--- config.mk ---
export PLATFORM = sky130hd
export DESIGN_NAME = c_handshake_ctrl_flat
export DESIGN_NICKNAME = d
export VERILOG_FILES = /design/src/rtl/c_handshake_ctrl_pkg.sv /design/src/rtl/c_handshake_ctrl_if.sv /design/src/rtl/c_handshake_ctrl_sync.sv /design/src/rtl/c_handshake_ctrl.sv /design/src/flat_wrapper.sv
export SDC_FILE = /design/constraint.sdc
export NUM_CORES = 1
export LEC_CHECK = 0
export ABC_AREA = 1
export CAP_MARGIN = 20
export CORE_ASPECT_RATIO = 0.7
export CORE_MARGIN = 1.5
export CORE_UTILIZATION = 30
export DETAILED_ROUTE_END_ITERATION = 8
export SLEW_MARGIN = 10
export SYNTH_ARGS = -nofsm -noshare
export SYNTH_HDL_FRONTEND = slang
export SYNTH_SLANG_ARGS = --single-unit
--- constraint.sdc ---
create_clock -name CLK -period 1.8 [get_ports CLK]
set_input_delay 0.36 -clock CLK [delete_from_list [all_inputs] [get_ports CLK]]
set_output_delay 0.36 -clock CLK [all_outputs]
set_load 0.02 [all_outputs]
--- src/rtl/c_handshake_ctrl_pkg.sv ---
// +--------------------------------------------------------------------+
// | c_handshake_ctrl_pkg : shared types/constants for stage C elements |
// | Rev 1.0                                                            |
// +--------------------------------------------------------------------+
`default_nettype none

package c_handshake_ctrl_pkg;

  localparam int unsigned C_SYNC_STAGES_DFLT = 2;
  localparam int unsigned C_DELAY_DFLT       = 0;
  localparam int unsigned C_CNT_W            = 4;

  typedef enum logic [2:0] {
    ST_IDLE = 3'd0,
    ST_CAPT = 3'd1,
    ST_DLY  = 3'd2,
    ST_REQ  = 3'd3,
    ST_RTZ  = 3'd4
  } state_e;

  // A new packet may only be taken when both handshake phases are closed.
  function automatic logic capture_ok(input state_e st, input logic s_send,
                                      input logic s_ack, input logic ack_out);
    return (st == ST_IDLE) && s_send && !s_ack && !ack_out;
  endfunction

endpackage

`default_nettype wire

--- src/rtl/c_handshake_ctrl_if.sv ---
// +--------------------------------------------------------------------+
// | c_handshake_ctrl_if : 4-phase request/acknowledge bundle of a stage |
// | Rev 1.0                                                            |
// +--------------------------------------------------------------------+
`default_nettype none

interface c_handshake_ctrl_if;

  logic Send_in;
  logic Ack_in;
  logic Send_out;
  logic Ack_out;
  logic CP;

  modport slave (
    input  Send_in,
    input  Ack_in,
    output Send_out,
    output Ack_out,
    output CP
  );

  modport master (
    output Send_in,
    output Ack_in,
    input  Send_out,
    input  Ack_out,
    input  CP
  );

endinterface

`default_nettype wire

--- src/rtl/c_handshake_ctrl_sync.sv ---
// +--------------------------------------------------------------------+
// | c_sync : N-flop async-reset synchronizer, N=0 degenerates to a wire |
// | Rev 1.0                                                            |
// +--------------------------------------------------------------------+
`default_nettype none

module c_sync #(
  parameter int unsigned STAGES = 2
) (
  input  logic clk,
  input  logic rst_n,
  input  logic d,
  output logic q
);

  generate
    if (STAGES == 0) begin : g_bypass
      logic unused_bypass;
      assign unused_bypass = clk ^ rst_n;
      assign q = d;
    end else begin : g_flops
      logic [STAGES-1:0] sync_q;
      logic [STAGES-1:0] sync_d;

      always_comb begin
        sync_d    = sync_q << 1;
        sync_d[0] = d;
      end

      always_ff @(posedge clk or negedge rst_n) begin
        if (!rst_n) begin
          sync_q <= '0;
        end else begin
          sync_q <= sync_d;
        end
      end

      assign q = sync_q[STAGES-1];
    end
  endgenerate

endmodule

`default_nettype wire

--- src/rtl/c_handshake_ctrl.sv ---
// +--------------------------------------------------------------------+
// | c_handshake_ctrl : per-stage 4-phase handshake sequencer with CP   |
// | Rev 1.0                                                            |
// +--------------------------------------------------------------------+
`default_nettype none

module c_handshake_ctrl
  import c_handshake_ctrl_pkg::*;
#(
  parameter int unsigned SYNC_STAGES = C_SYNC_STAGES_DFLT,
  parameter int unsigned DELAY       = C_DELAY_DFLT
) (
  input  logic              CLK,
  input  logic              MR,
  c_handshake_ctrl_if.slave hs
);

  localparam logic [C_CNT_W-1:0] C_DLY_LOAD =
    (DELAY == 0) ? '0 : C_CNT_W'(DELAY - 1);

  logic s_send;
  logic s_ack;

  c_sync #(.STAGES(SYNC_STAGES)) u_sync_send (
    .clk   (CLK),
    .rst_n (MR),
    .d     (hs.Send_in),
    .q     (s_send)
  );

  c_sync #(.STAGES(SYNC_STAGES)) u_sync_ack (
    .clk   (CLK),
    .rst_n (MR),
    .d     (hs.Ack_in),
    .q     (s_ack)
  );

  state_e             state_q,    state_d;
  logic [C_CNT_W-1:0] cnt_q,      cnt_d;
  logic               cp_q,       cp_d;
  logic               ack_out_q,  ack_out_d;
  logic               send_out_q, send_out_d;

  always_comb begin
    state_d    = state_q;
    cnt_d      = cnt_q;
    cp_d       = 1'b0;
    ack_out_d  = ack_out_q;
    send_out_d = send_out_q;

    // Upstream return-to-zero closes independently of downstream progress.
    if (ack_out_q && !s_send) begin
      ack_out_d = 1'b0;
    end

    case (state_q)
      ST_IDLE: begin
        if (capture_ok(state_q, s_send, s_ack, ack_out_q)) begin
          cp_d      = 1'b1;
          ack_out_d = 1'b1;
          state_d   = ST_CAPT;
        end
      end
      ST_CAPT: begin
        if (DELAY == 0) begin
          send_out_d = 1'b1;
          state_d    = ST_REQ;
        end else begin
          cnt_d   = C_DLY_LOAD;
          state_d = ST_DLY;
        end
      end
      ST_DLY: begin
        if (cnt_q == '0) begin
          send_out_d = 1'b1;
          state_d    = ST_REQ;
        end else begin
          cnt_d = cnt_q - C_CNT_W'(1);
        end
      end
      ST_REQ: begin
        if (s_ack) begin
          send_out_d = 1'b0;
          state_d    = ST_RTZ;
        end
      end
      ST_RTZ: begin
        if (!s_ack) begin
          state_d = ST_IDLE;
        end
      end
      default: begin
        state_d = ST_IDLE;
      end
    endcase
  end

  always_ff @(posedge CLK or negedge MR) begin
    if (!MR) begin
      state_q    <= ST_IDLE;
      cnt_q      <= '0;
      cp_q       <= 1'b0;
      ack_out_q  <= 1'b0;
      send_out_q <= 1'b0;
    end else begin
      state_q    <= state_d;
      cnt_q      <= cnt_d;
      cp_q       <= cp_d;
      ack_out_q  <= ack_out_d;
      send_out_q <= send_out_d;
    end
  end

  assign hs.CP       = cp_q;
  assign hs.Ack_out  = ack_out_q;
  assign hs.Send_out = send_out_q;

endmodule

`default_nettype wire

--- src/flat_wrapper.sv ---
// flat-port wrapper written by rule: the top's interface ports become plain ports
module c_handshake_ctrl_flat import c_handshake_ctrl_pkg::*;
#(
  parameter int unsigned SYNC_STAGES = C_SYNC_STAGES_DFLT,
  parameter int unsigned DELAY       = C_DELAY_DFLT
)
  (CLK, MR, hs_Send_in, hs_Ack_in, hs_Send_out, hs_Ack_out, hs_CP);
  c_handshake_ctrl_if hs_i ();
  input  logic CLK;
  input  logic MR;
  input wire logic [$bits(hs_i.Send_in)-1:0] hs_Send_in;
  input wire logic [$bits(hs_i.Ack_in)-1:0] hs_Ack_in;
  output wire logic [$bits(hs_i.Send_out)-1:0] hs_Send_out;
  output wire logic [$bits(hs_i.Ack_out)-1:0] hs_Ack_out;
  output wire logic [$bits(hs_i.CP)-1:0] hs_CP;
  assign hs_i.Send_in = hs_Send_in;
  assign hs_i.Ack_in = hs_Ack_in;
  assign hs_Send_out = hs_i.Send_out;
  assign hs_Ack_out = hs_i.Ack_out;
  assign hs_CP = hs_i.CP;
  c_handshake_ctrl #(.SYNC_STAGES(SYNC_STAGES), .DELAY(DELAY)) u_core (.CLK(CLK), .MR(MR), .hs(hs_i));
endmodule
# Word level (Yosys, flattened, before mapping)
# Cells that the tools add are included.
# totals
register_bits	14
input_bits	4
output_inout_bits	3
wordCells	43
# op_classes
add_sub_neg	1
eq_ne	8
n_mux	13
bitwise	1
reduce_logical	13
# ops
operator	n
$pmux 3 s5	1
$mux 3	4
$mux 1	7
$eq 3x2->1 const B	2
$ne 2x2->1 const B	3
$logic_and 1x1->1	4
$logic_not 4->1	1
$reduce_and 4->1	1
$sub 4x1->4 const B	1
$eq 3x1->1 const B	1
$eq 3x3->1 const B	1
$logic_not 1->1	3
$logic_not 3->1	1
$pmux 1 s3	1
$reduce_and 3->1	1
$reduce_bool 3->1	1
$ne 2x1->1 const B	1
$reduce_and 2->1	1
$not 1->1	1

# Longest topological paths before layout
# Gate-level depths: netlist of the first run.
# depth
word_depth	6
ltp_mapped	9
mapped_depth_nobuf	9

# By module
# A second synthesis of the first run with hierarchy kept.
# hier_totals
cells_unflattened	75
area_unflattened_um2	630.6
# modules_own_cells
mod	instances	cells_per_inst	area_each_um2	seq_area_each_um2
c_handshake_ctrl	1	71	530.5	250.2
c_sync	2	2	50.0	50.0

# Worst setup path before layout of the first run
# Ideal clock, no wire load.
# synth_timing
path_type	register to register
from	register u_core.cnt_q[0]
to	register u_core.send_out_q, in the netlist u_core.hs.Send_out
setup_time_ns	0.118
t_arrival_ns	1.141
required_ns	1.682
slack_ns	0.541
path_stages_with_launch	10
n_path_buf	0
period_less_slack_ns	1.259
path_cell_list	dfrtp_1 > inv_1 > ha_1 > nand2_1 > nor2_1 > nor2_4 > nor2_4 > nand2_2 > nand2_1 > nand2_1
# synth_via
elab_chain_len	3
# synth_lines
item	line_no	text
from (decl)	c_handshake_ctrl.sv:39	logic [C_CNT_W-1:0] cnt_q, cnt_d;
from (signal assigned)	c_handshake_ctrl.sv:107	cnt_q <= cnt_d;
$logic_not 4->1	c_handshake_ctrl.sv:74	if (cnt_q == '0) begin
$ne 2x1->1 (no source line)	--	
$reduce_and 3->1 (no source line)	--	
to (signal assigned)	c_handshake_ctrl.sv:110	send_out_q <= send_out_d;
to (decl)	c_handshake_ctrl.sv:42	logic send_out_q, send_out_d;
# No other way between the ends.
# A chain may end at the register's enable or synchronous reset.

# Worst setup path after layout of the first run
# layout_timing
from	register u_core.ack_out_q, in the netlist u_core.hs.Ack_out
to	output hs_Ack_out
# layout_rtl
item	line_no	text
from (decl)	c_handshake_ctrl.sv:41	logic ack_out_q, ack_out_d;
from (signal assigned)	c_handshake_ctrl.sv:109	ack_out_q <= ack_out_d;
to (decl)	flat_wrapper.sv:14	output wire logic [$bits(hs_i.Ack_out)-1:0] hs_Ack_out;
# No word-level cell between the ends.

==> run summary, run 1 <==
The run finished with clean final reports. The finished layout holds 96 standard cells, fillers aside. The capturing element of the worst setup path is hs_Ack_out. The number of synthesized flops with an enable pin came out at 0. The count of inserted antenna diode cells is 0. Setup repair after global routing left no endpoint under its margin. The total number of H-tree levels came out at 1. The worst hold slack across all endpoints came out at 0.351 ns. The number of distinct library cells after synthesis came out at 15. The final hold violation count is 0.

The DRC violation count after routing is 0. The worst setup path is captured at an output port. The wire length of the first global-routing pass came out at 1590 um. The async set or reset register ratio after synthesis came out at 1.00.

The worst-path maximum fanout came out at 3. By area the synthesized netlist is led by sky130_fd_sc_hd__dfrtp_1 (59%), sky130_fd_sc_hd__nand2_1 (6.3%), sky130_fd_sc_hd__nor2_1 (5.7%). For this run, the register share of the synthesized area comes to 0.588. The count of buffers added on input and output ports is 6.

The final weighted congestion in routability-driven placement came out at 0.820. The startpoint identified for the worst register-to-register timing path is u_core.cnt_q[0]$_DFFE_PN0P_. The core box area is 0.00187 mm^2. Measured against the total synthesized area, the mux share comes to 0. The site row count came out at 13. The adder and majority cell fraction of the synthesized area came out at 0.0210. The number of resized instances in the post-cts repair step came out at 0. The routed wirelength normalized by instance count came out at 9.19 um.

The delay contributed by the slowest stage of the critical path is 0.61 ns. The number of warning messages in the yosys log is 0. The number of placed I/O pins came out at 7.

After the first detailed-routing iteration, the DRC count stood at 9. The max-slew violation total from the final report was 0. The number of cells on the worst hold path came out at 0. The cell area after placement came out at 691 um^2. The number of violations of the max-capacitance limit is 0. sky130_fd_sc_hd__dfrtp_1 takes more of the synthesized area than any other cell. The capturing point of the worst reg2reg path is u_core.hs.Send_out$_DFFE_PN0P_. The floorplan die height is 40.3 um. The post-synthesis xor/xnor area fraction is 0.0147.

From synthesis to final layout, the design area changed by 22.1%. The worst slew margin relative to its limit is 0.855. The full die area came out at 0.00227 mm^2. The power density over cell area came out at 1340 mW/mm^2. The TritonCTS buffer count is 3. The analysis attributes to cell leakage a power of 0.338 nW. The actual slew at the worst max-slew pin came out at 0.217 ns. The number of vias per cell came out at 4.35. TritonCTS built the clock tree. The net count of the finished layout is 80. The share of the synthesized area in the top cell type came out at 0.588. The worst endpoint data arrival time came out at 1.26 ns. On the critical path, the stage with the largest delay is an instance of sky130_fd_sc_hd__clkdlybuf4s50_1.

The critical path goes through clkdlybuf4s50_1. The instance count of the mapped netlist came out at 63. The initial antenna violation count is 0. The number of buffer and inverter stages on the critical path is 1. Across the VDD grid, the largest voltage drop is 0.790 mV. Detailed placement finished with a half-perimeter wire length of 655 um. The number of register bits inferred by synthesis is 14. For this configuration, the core starts out at a cell density of 0.318. The wire length after detailed routing is 882 um.

On the critical path the largest part of the delay comes from buffers and inverters. The maximum root-to-sink buffer count is 2. The cell with the most instances after synthesis is sky130_fd_sc_hd__dfrtp_1. The post-synthesis instance area came out at 596 um^2. The combinational family with the most area after synthesis is simple AND/OR/NAND/NOR gates. Tracing the worst setup path back leads to its startpoint at u_core.hs.Ack_out$_DFF_PN0_.

Of the total synthesized cell area, the portion taken by AND, OR, NAND and NOR gates is 0.271. The final count of negative-setup-slack endpoints came out at 0. The pre-antenna-repair detailed-routing pass consisted of 4 iterations. The number of routed nets with antenna violations came out at 0. The compound-cell area share of the yosys netlist is 0.0546. The cell count of the worst reg-to-reg path is 9. The clock root buffer is sky130_fd_sc_hd__clkbuf_4.

The instance count on the critical path came out at 1. The clock drives 14 sinks. The final standard cell utilization of the core is 0.389. The peak clock frequency supported by timing is 618 MHz. The final critical-path required period is 1.62 ns.

The number of vias in the routed layout came out at 418. The post-synthesis net count is 68. The period utilization came out at 0.899.

The clock latency at the later pin of the worst-skew pair came out at 0.28 ns. Buffers inserted to repair hold after CTS numbered 0. For the final database, setup skew stands at 0.00422 ns.

The post-route cell area is 727 um^2. The layout cell share with drive strength beyond 1 is 0.162. The total congestion overflow came out at 0.

Entering global routing, the biggest net connects 15 pins. The worst hold path belongs to the class reg2reg. The accumulated negative setup slack is 0 ns. The worst setup path is of the reg2out kind.

The number of buffers added for setup after CTS came out at 0. The via count of the first global-routing pass came out at 369. Counting tap cells, the placed design contains a total of 92 instances.

The required time of the critical path is 1.44 ns. The average cell area after synthesis is 9.45 um^2. The clock input transition at the sequential cells of the worst setup and hold paths came out at 0.08 ns. The worst-case register-to-register setup slack is 0.44 ns. By count the netlist is led by sky130_fd_sc_hd__dfrtp_1 (14), sky130_fd_sc_hd__nand2_1 (10), sky130_fd_sc_hd__nor2_1 (9). The most used flip-flop cell after synthesis is sky130_fd_sc_hd__dfrtp_1. The combined global-route utilization of all metal layers came out at 0.102. The critical path launch point type is a flip-flop.

The die width is 56.3 um.
cells by family after synthesis:
| group | Yosys count |
|---|---|
| flip-flops | 14 |
| AND/OR/NAND/NOR | 33 |
| adder cells (fa/ha/maj) | 1 |
| buffers and inverters | 8 |
| XOR/XNOR | 1 |
| AO/OA/AOI/OAI | 6 |
metal layers:
layer | GRT usage | up-vias | wire, um
met5 | 0 | - | 0
met4 | 0.0357 | 0 | 10
met3 | 0.0677 | 2 | 70
met2 | 0.132 | 11 | 315
met1 | 0.134 | 180 | 486
li1 | - | 225 | -
sequential cells by signal, summed over array words and instances, names as in the netlist:
name                               count
u_core.cnt_q                           4
u_core.state_q                         3
u_core.u_sync_ack.g_flops.sync_q       2
u_core.u_sync_send.g_flops.sync_q      2
u_core.hs.Ack_out                      1
u_core.hs.CP                           1
u_core.hs.Send_out                     1
where the power goes:
part	internal [mW]	total [mW]	switching, mW
registers	0.373	0.436	0.0631
clock network	0.123	0.224	0.101
logic	0.129	0.311	0.182
total	0.625	0.971	0.346
cell type report:
cell class                      instances  area [um^2]
Inverter                                8         30.0
Clock buffer                            4         36.3
Sequential cell                        14          350
Fill cell                             182         1140
Multi-Input combinational cell         41          215
Tap cell                               22         27.5
Timing Repair Buffer                    7         67.6
cells in the final DEF, fill, tap and decap left out, types with 2 or more instances in the layout:
| cell | n |
|---|---|
| sky130_fd_sc_hd__clkbuf_4 | 3 |
| sky130_fd_sc_hd__o21ai_0 | 2 |
| sky130_fd_sc_hd__nand2_2 | 2 |
| sky130_fd_sc_hd__nor2_4 | 2 |
| sky130_fd_sc_hd__dfrtp_1 | 14 |
| sky130_fd_sc_hd__nor2_2 | 2 |
| sky130_fd_sc_hd__nand3_1 | 6 |
| sky130_fd_sc_hd__a21oi_1 | 3 |
| sky130_fd_sc_hd__nand4_1 | 2 |
| sky130_fd_sc_hd__clkdlybuf4s50_1 | 6 |
| sky130_fd_sc_hd__inv_1 | 7 |
| sky130_fd_sc_hd__nand2_1 | 10 |
| sky130_fd_sc_hd__nor2_1 | 9 |
through the flow:
step | setup WS, ns | power [mW]
after floorplan | 0.541 | 0.656
after global placement | 0.476 | 0.751
after detailed placement | 0.446 | 0.753
after CTS | 0.163 | 0.983
after global routing | 0.112 | 1.06
final | 0.181 | 0.971
worst min-delay path by stage:
stage,startpoint,endpoint,slack [ns]
2_1_floorplan,MR,u_core.cnt_q[0]$_DFFE_PN0P_,0.06
3_3_place_gp,u_core.u_sync_ack.g_flops.sync_q[0]$_DFF_PN0_,u_core.u_sync_ack.g_flops.sync_q[1]$_DFF_PN0_,0.33
3_5_place_dp,u_core.u_sync_send.g_flops.sync_q[0]$_DFF_PN0_,u_core.u_sync_send.g_flops.sync_q[1]$_DFF_PN0_,0.33
4_1_cts,u_core.u_sync_send.g_flops.sync_q[0]$_DFF_PN0_,u_core.u_sync_send.g_flops.sync_q[1]$_DFF_PN0_,0.35
5_1_grt,u_core.u_sync_send.g_flops.sync_q[0]$_DFF_PN0_,u_core.u_sync_send.g_flops.sync_q[1]$_DFF_PN0_,0.37
6_report,u_core.u_sync_ack.g_flops.sync_q[0]$_DFF_PN0_,u_core.u_sync_ack.g_flops.sync_q[1]$_DFF_PN0_,0.35
Power figures use the tool's default switching activity.
==> inputs of run 2 (changes only) <==
clock period = 1.3 ns   (was 1.8 ns; I/O delays follow)
==> run 2 against run 1 <==
Non-clock buffer count up 8. Cell area grew 12%. Worst setup slack got worse by 0.15 ns. First-iteration DRC count is 44% higher. Critical path type is now reg2reg. Largest cell class unchanged. Largest power group unchanged.
==> run summary, run 2 (synthesized netlist as in run 1, its figures left out) <==
For this run, global-route usage on met2 was measured as 0.156. The power dissipated by switching net loads is 499 uW. The wire length after detailed routing is 1080 um.

The count of port buffers added during placement came out at 6. The pre-CTS worst setup slack is -0.0402 ns. The clock root buffer is sky130_fd_sc_hd__clkbuf_4. The initial antenna violation count was 0. The floorplan has 13 rows. The met3 usage is 0.0677.

The routed layout has 450 vias. The worst setup path is of the reg2reg kind. The final count of negative-setup-slack endpoints came out at 0.

The repair_antennas step left the layout with diodes totalling 0. The register with the most flip-flops in the layout has 4 of them. Clock tree synthesis found a total of 14 sinks. The detailed-router iteration count before antenna repair came out at 4. At the end of routability-driven placement, the weighted congestion stood at 0.780.

The wire length of the first global-routing pass is 1790 um. The top cell types in the final layout, fill and taps aside, are sky130_fd_sc_hd__dfrtp_1 (14), sky130_fd_sc_hd__nand2_1 (9), sky130_fd_sc_hd__buf_4 (9). The die covers 0.00227 mm^2.

At the worst endpoint, the arrival time is 1.45 ns. The number of violations of the max-capacitance limit is 0. The largest registers in the layout are u_core.cnt_q: 4 flops, u_core.state_q: 3 flops. The combined global-route utilization of all metal layers is 0.117. Dividing the detail-routed wire length by the instance count gives 10.4 um. The number of placed I/O pins came out at 7. The final standard cell utilization of the core came out at 0.437.

The max-slew violation total from the final report is 0. The worst slew margin relative to its limit is 0.822. The total number of H-tree levels is 1.

The cell area after placement came out at 728 um^2. In this run the remaining antenna-violating nets after routing total 0. The via count of the first global-routing pass came out at 392. The power density over cell area is 1650 mW/mm^2. Of all nets on the critical path, the largest fanout is 5.

At the worst endpoint, the required time is 1.48 ns. The core box area came out at 0.00187 mm^2. The library cell used most frequently in the layout, excluding fill and tap cells, is sky130_fd_sc_hd__dfrtp_1. The layout cell share with drive strength beyond 1 came out at 0.317. The final worst setup slack is 0.0313 ns.

The net count of the finished layout is 88. The internal power came out at 851 uW. The clock latency at the later pin of the worst-skew pair is 0.28 ns. The clock input transition at the sequential cells of the worst setup and hold paths came out at 0.08 ns. The combined area of the multi-input logic cells came out at 248 um^2. The share of power burned in the clock network came out at 0.232.

The layout filler cell count is 172. Timing would allow up to 788 MHz. The worst path in the final design needs a cycle of 1.27 ns, including I/O delays and setup. Of the total power, the share spent switching nets is 0.370. The maximum root-to-sink buffer count is 2.

Measured along the x axis, the die boundary spans 56.3 um. Compared with the post-synthesis result, the final layout area differs by 37.2%. For this run, design rule violations remaining after detail routing come to 0. The floorplan die height is 40.3 um. The post-route cell area came out at 817 um^2. Setup repair after global routing could not meet its margin everywhere. The part of the total power dissipated in sequential elements came out at 0.444. For the pin with the worst max-slew slack, the measured transition is 0.265 ns. The initial utilization of the core area, before any placement, comes to 0.318. The clock tree from TritonCTS is done. Buffers inserted during clock tree synthesis total 3. The global routing stage identified its most utilized layer as met2. The maximum resistive drop on vdd is 0.896 mV. The final hold violation count came to 0. Entering global routing, the biggest net connects 15 pins. The most flop-heavy register is u_core.cnt_q.

For this run the aggregate overflow at the end of global routing stands at 0. The violation count after the first detailed-routing iteration is 13. The run finished with clean final reports. The leakage component of the power came out at 0.393 nW. The setup skew after layout is 0.00388 ns.

The worst min-delay path class is in2async. The critical path launch point type is a flip-flop. The combinational group share of total power is 0.323. The met1 usage in global routing came out at 0.145. The type of element capturing the critical path is a flip-flop.

The HPWL after detailed placement is 727 um. The number of vias per cell is 4.33. The register area came out at 350 um^2.

The period utilization came out at 0.976.
[run 2: cell count changes in the layout (fill, tap and decap cells not counted), sizes merged]
cell	before	now
buf	1	9
clkdlybuf4s50	6	3
dlygate4sd2	0	2
clkdlybuf4s15	0	1
[run 2: cell type report]
type / instances / share of cell area
Clock buffer: 4 / 0.0444
Inverter: 8 / 0.0368
Multi-Input combinational cell: 41 / 0.303
Sequential cell: 14 / 0.429
Tap cell: 22 / 0.0337
Timing Repair Buffer: 15 / 0.153
[run 2: critical path: stages (launching register included)]
cell and delay [ns]:
sky130_fd_sc_hd__dfrtp_1 0.39, sky130_fd_sc_hd__inv_2 0.08, sky130_fd_sc_hd__ha_4 0.14, sky130_fd_sc_hd__nand2_4 0.05, sky130_fd_sc_hd__nor2_4 0.13, sky130_fd_sc_hd__nor2_4 0.07
sky130_fd_sc_hd__nor2_4 0.15, sky130_fd_sc_hd__nand2_2 0.05, sky130_fd_sc_hd__nand2_1 0.05, sky130_fd_sc_hd__nand2_1 0.04
[run 2: power by group through the flow]
| stage | logic (mW) | registers [mW] | clock network, mW |
|---|---|---|---|
| 2_1_floorplan | 0.280 | 0.629 | 0 |
| 3_3_place_gp | 0.432 | 0.604 | 0 |
| 3_5_place_dp | 0.436 | 0.607 | 0 |
| 4_1_cts | 0.419 | 0.599 | 0.330 |
| 5_1_grt | 0.499 | 0.611 | 0.350 |
| 6_report | 0.436 | 0.600 | 0.314 |
[run 2: worst paths after layout]
check	endpoint	start	cells past startpoint	slack (ns)
max reg2reg	u_core.hs.Send_out$_DFFE_PN0P_	u_core.cnt_q[0]$_DFFE_PN0P_	9	0.03
min reg2reg	u_core.u_sync_send.g_flops.sync_q[1]$_DFF_PN0_	u_core.u_sync_send.g_flops.sync_q[0]$_DFF_PN0_	0	0.35
min	u_core.hs.CP$_DFF_PN0_	MR	2	0.27
max	u_core.hs.Send_out$_DFFE_PN0P_	u_core.cnt_q[0]$_DFFE_PN0P_	9	0.03
min in group CLK	u_core.u_sync_send.g_flops.sync_q[1]$_DFF_PN0_	u_core.u_sync_send.g_flops.sync_q[0]$_DFF_PN0_	0	0.35
max in group asynchronous	u_core.u_sync_ack.g_flops.sync_q[0]$_DFF_PN0_	MR	2	0.86
[run 2: per-stage QoR]
step | hold slack (ns) | std cells | TNS [ns] | total power, mW
3_3_place_gp | 0.333 | 97 | 0 | 1.04
2_1_floorplan | -0.0356 | 63 | 0 | 0.908
4_1_cts | 0.270 | 101 | 0 | 1.35
3_5_place_dp | 0.336 | 97 | -0.0589 | 1.04
6_report | 0.273 | 104 | 0 | 1.35
5_1_grt | 0.287 | 104 | -0.228 | 1.46
[run 2: layer usage]
metal | share of wire | up-vias
met1 | 0.53 | 198
li1 | - | 240
met3 | 0.052 | 5
met5 | 0 | -
met2 | 0.40 | 7
met4 | 0.019 | 0
[run 2: what timing repair did]
action	CTS	global route
pin swaps	0	6
buffers inserted	0	3
hold buffers	0	0
setup endpoints to repair	6	7
resized for setup	4	9
